--- config.mk ---
export PLATFORM = sky130hd
export DESIGN_NAME = fifo_wr
export DESIGN_NICKNAME = d
export VERILOG_FILES = /design/src/rtl/fifo_wr.sv
export SDC_FILE = /design/constraint.sdc
export NUM_CORES = 1
export LEC_CHECK = 0
export CAP_MARGIN = 20
export CORE_MARGIN = 3
export CORE_UTILIZATION = 40
export DETAILED_ROUTE_END_ITERATION = 10
export PLACE_DENSITY_LB_ADDON = 0.2
export SYNTH_ARGS = -nofsm -noshare
export SYNTH_HDL_FRONTEND = slang
export SYNTH_SLANG_ARGS = --single-unit
--- constraint.sdc ---
create_clock -name I_WR_CLK -period 3.1 [get_ports I_WR_CLK]
set_input_delay 0.775 -clock I_WR_CLK [delete_from_list [all_inputs] [get_ports I_WR_CLK]]
set_output_delay 0.775 -clock I_WR_CLK [all_outputs]
set_load 0.03 [all_outputs]
--- src/rtl/fifo_wr.sv ---
// fifo_wr: write side of an async FIFO; Gray pointer sync, full/overflow, level logic under FIFO_WR_LEVEL_EN.
module fifo_wr #(
  parameter int DW       = 8,
  parameter int AW       = 4,
  parameter int AFULL_TH = 12
) (
  input  logic          I_WR_CLK,
  input  logic          I_WR_RST,
  input  logic          I_WR_EN,
  input  logic [DW-1:0] I_WR_DATA,
  input  logic [AW:0]   I_WR_RD_PTR,
  input  logic          I_WR_OVF_CLR,
  output logic          O_WR_MEM_WE,
  output logic [DW-1:0] O_WR_MEM_DATA,
  output logic [AW-1:0] O_WR_ADDR,
  output logic [AW:0]   O_WR_PTR,
  output logic          O_WR_FULL,
  output logic          O_WR_ALMOST_FULL,
  output logic [AW:0]   O_WR_LEVEL,
  output logic          O_WR_OVERFLOW
);
  logic [AW:0] wbin, wbin_next, wgray_next, rq1, rq2;
  logic accept;
  assign accept = I_WR_EN & ~O_WR_FULL & ~I_WR_RST;
  assign O_WR_MEM_WE = accept;
  assign O_WR_MEM_DATA = I_WR_DATA;
  assign O_WR_ADDR = wbin[AW-1:0];
  assign wbin_next = wbin + {{AW{1'b0}}, accept};
  assign wgray_next = (wbin_next >> 1) ^ wbin_next;
  always_ff @(posedge I_WR_CLK) begin
    if (I_WR_RST) begin
      wbin <= '0;
      O_WR_PTR <= '0;
      rq1 <= '0;
      rq2 <= '0;
      O_WR_FULL <= 1'b0;
      O_WR_OVERFLOW <= 1'b0;
    end else begin
      rq1 <= I_WR_RD_PTR;
      rq2 <= rq1;
      wbin <= wbin_next;
      O_WR_PTR <= wgray_next;
      // full when write pointer leads read pointer by exactly the depth
      O_WR_FULL <= wgray_next == {~rq2[AW:AW-1], rq2[AW-2:0]};
      O_WR_OVERFLOW <= (I_WR_EN & O_WR_FULL) ? 1'b1 : (I_WR_OVF_CLR ? 1'b0 : O_WR_OVERFLOW);
    end
  end
`ifdef FIFO_WR_LEVEL_EN
  localparam logic [AW:0] AF_TH = (AW+1)'(AFULL_TH);
  logic [AW:0] rbin, level_next;
  for (genvar i = 0; i <= AW; i++) begin : g_g2b
    assign rbin[i] = ^(rq2 >> i);
  end
  assign level_next = wbin_next - rbin;
  always_ff @(posedge I_WR_CLK) begin
    if (I_WR_RST) begin
      O_WR_LEVEL <= '0;
      O_WR_ALMOST_FULL <= 1'b0;
    end else begin
      O_WR_LEVEL <= level_next;
      O_WR_ALMOST_FULL <= level_next >= AF_TH;
    end
  end
`else
  assign O_WR_LEVEL = '0;
  assign O_WR_ALMOST_FULL = O_WR_FULL;
`endif
endmodule
==> metrics <==
status completed; Finished Cell Area 1130 sq um; drt wl/cell roughly 11 microns; Setup Skew between 0.002 and 0.003 ns; CTS buffer count 3; Synth Area in XOR/XNOR ~17%; Chip Height 55.0 microns; Overall Global Routing Usage about 11%; compound-cell area share of the yosys netlist roughly 6.1%; # diodes 0; largest family of logic cells by synthesized area XOR/XNOR gates; post-DP HPWL 1080 microns; Final min period ~2.5 ns; DR DRC count 0; CTS Buffer Depth 2; Seq/Total Area, Yosys between 40 and 50%; critical path data arrival time between 2 and 3 ns; global route overflow 0; global-route wire length before repair 2270 microns; FF+latch count, synth 21; Async SR Flop Fraction 0%; post-synthesis simple-gate area fraction approximately 15%; largest net degree at the start of global routing 22; unique cell type count in the Yosys netlist 26; Avg Inst Size Synth approximately 10 sq um; Rows 17; vias in the first global route between 500 and 600; Final period util 80.8%; post-synthesis adder-cell area fraction around 2.6%; Post-synth EDFFs 0; mapped cell area around 960 sq um; Setup CP Type input pin to flip-flop; hold buffers post-CTS 0; via count between 600 and 700; worst vdd ir approximately 260 uV; Ys Warns 0; Cells after Synth 94; Post-synth top flop dfxtp_1; setup TNS 0 ns; Final Slew Violations 0; Final Hold Vio Count 0; final net count 126; layout cell share with drive strength beyond 1 10.4%; WP data required about 3.3 ns; crit start category input pin; IO Count 43; drt total wl between 1000 and 1500 microns; # port buffers 21; RSZ-0062 raised after global routing false; Die Width 55.0 microns; Layout area overhead 17.9%; 1st-pass router iterations 2; Total Power between 0.0004 and 0.0005 W; final RePlAce weighted congestion slightly below 0.7; PostCTS Resize Cnt 0; worst-skew pair later-pin latency approximately 0.3 ns; CTS tree built; H-tree depth 1; post-route antenna net violation count 0; post-CTS setup buffers 0; Fmax roughly 400 MHz; P per Cell Area approximately 430 nW/um^2; Die Area between 3000 and 4000 sq um; Placed Area approximately 1100 sq um; drt via density ~4.5; Max Cap Viol 0; Final setup viols 0; Crit Path Max Fanout 5; Hold Crit Class flip-flop to flip-flop; core area between 2000 and 2500 sq um; initial core utilization between 40% and 50%; mux cell area share after synthesis 0%; Sink Count 21; initial antenna violation count 0; Initial DRC Count 3; clock transition at the registers of the reported paths 0.12 ns; CTS Root Cell clkbuf_4; crit end category flip-flop; LEAKAGE between 0.4 and 0.5 nW
## state kept, by name (all words and copies together), names as in the netlist
| name | count |
|---|---|
| O_WR_PTR | 5 |
| rq1 | 5 |
| O_WR_ALMOST_FULL | 1 |
| wbin | 4 |
| rq2 | 5 |
| O_WR_OVERFLOW | 1 |
## layout make-up
cell class	count	area (sq um)
Timing Repair Buffer	23	223
Fill cell	231	1120
Multi-Input combinational cell	56	422
Sequential cell	21	420
Clock inverter	1	5.00
Clock buffer	3	22.5
Tap cell	28	35.0
Inverter	2	7.51
## path summary, 6_finish.rpt
kind,slack (ns),depth (start not counted),start,endpoint
max,0.60,9,I_WR_RST,O_WR_ALMOST_FULL
min,0.45,1,rq1[0],rq2[0]
max reg2reg,1.20,8,O_WR_ALMOST_FULL,O_WR_ALMOST_FULL
min reg2reg,0.45,1,rq1[0],rq2[0]
## power by group
group | internal, W | switching (W) | total [W]
Clock | 0.0000482 | 0.0000836 | 0.000132
Combinational | 0.0000353 | 0.0000341 | 0.0000693
Sequential | 0.000280 | 0.00000355 | 0.000283
## cell usage in the layout, fill, tap and decap left out, drive strengths merged
cell type	n
a21boi	1
xnor2	5
clkinv	1
nor2b	13
dfxtp	21
nand4	1
buf	3
ha	2
xor3	2
clkdlybuf4s50	20
nand2b	1
o21ai	1
nor3b	1
inv	2
xor2	5
a21oi	4
nand2	1
clkbuf	3
a21o	3
nor2	6
xnor3	1
nand3	4
conb	5
## kinds of logic after synthesis
group	after synthesis
compound gates	9
xor+xnor	13
fa+ha+maj	2
buf+inv	21
flops	21
other cells	1
simple gates	27
## worst max-delay path, stage by stage
cell and delay (ns):
clkdlybuf4s50_1 0.53, nor3b_2 0.07, ha_1 0.24, ha_1 0.21
buf_4 0.16, xnor2_2 0.22, xor3_1 0.34, nand4_1 0.13
a21oi_2 0.04
## cell usage after synthesis, types with 2 or more instances
library cell | n | share of area, %
nor2b_1 | 13 | 8.5
xor2_1 | 5 | 4.6
buf_4 | 14 | 11
nor2_1 | 6 | 2.3
dfxtp_1 | 21 | 44
a21oi_1 | 3 | 1.6
clkbuf_1 | 2 | 0.78
xnor2_1 | 4 | 3.6
nand3_1 | 4 | 2.1
xor3_1 | 2 | 4.9
ha_1 | 2 | 2.6
a21o_1 | 3 | 2.3
inv_1 | 2 | 0.78
## metrics by stage
step | setup slack, ns | hold slack, ns | utilization, % | cells
after floorplan | 0.239 | 0.414 | - | 98
after global placement | 0.289 | 0.418 | 49.1 | 130
after detailed placement | 0.290 | 0.428 | 49.1 | 130
after CTS | 0.618 | 0.457 | 50.3 | 134
after global routing | 0.490 | 0.464 | 50.3 | 134
final | 0.596 | 0.450 | 50.3 | 134
## metal layers
layer,share of wire [%],track usage [%],vias to the layer above
li1,-,-,300
met4,0,1.21,0
met1,42,12.8,275
met2,48,17.7,28
met5,0,0,-
met3,10,5.63,0
Note: power is estimated with default switching activity, not from simulation.
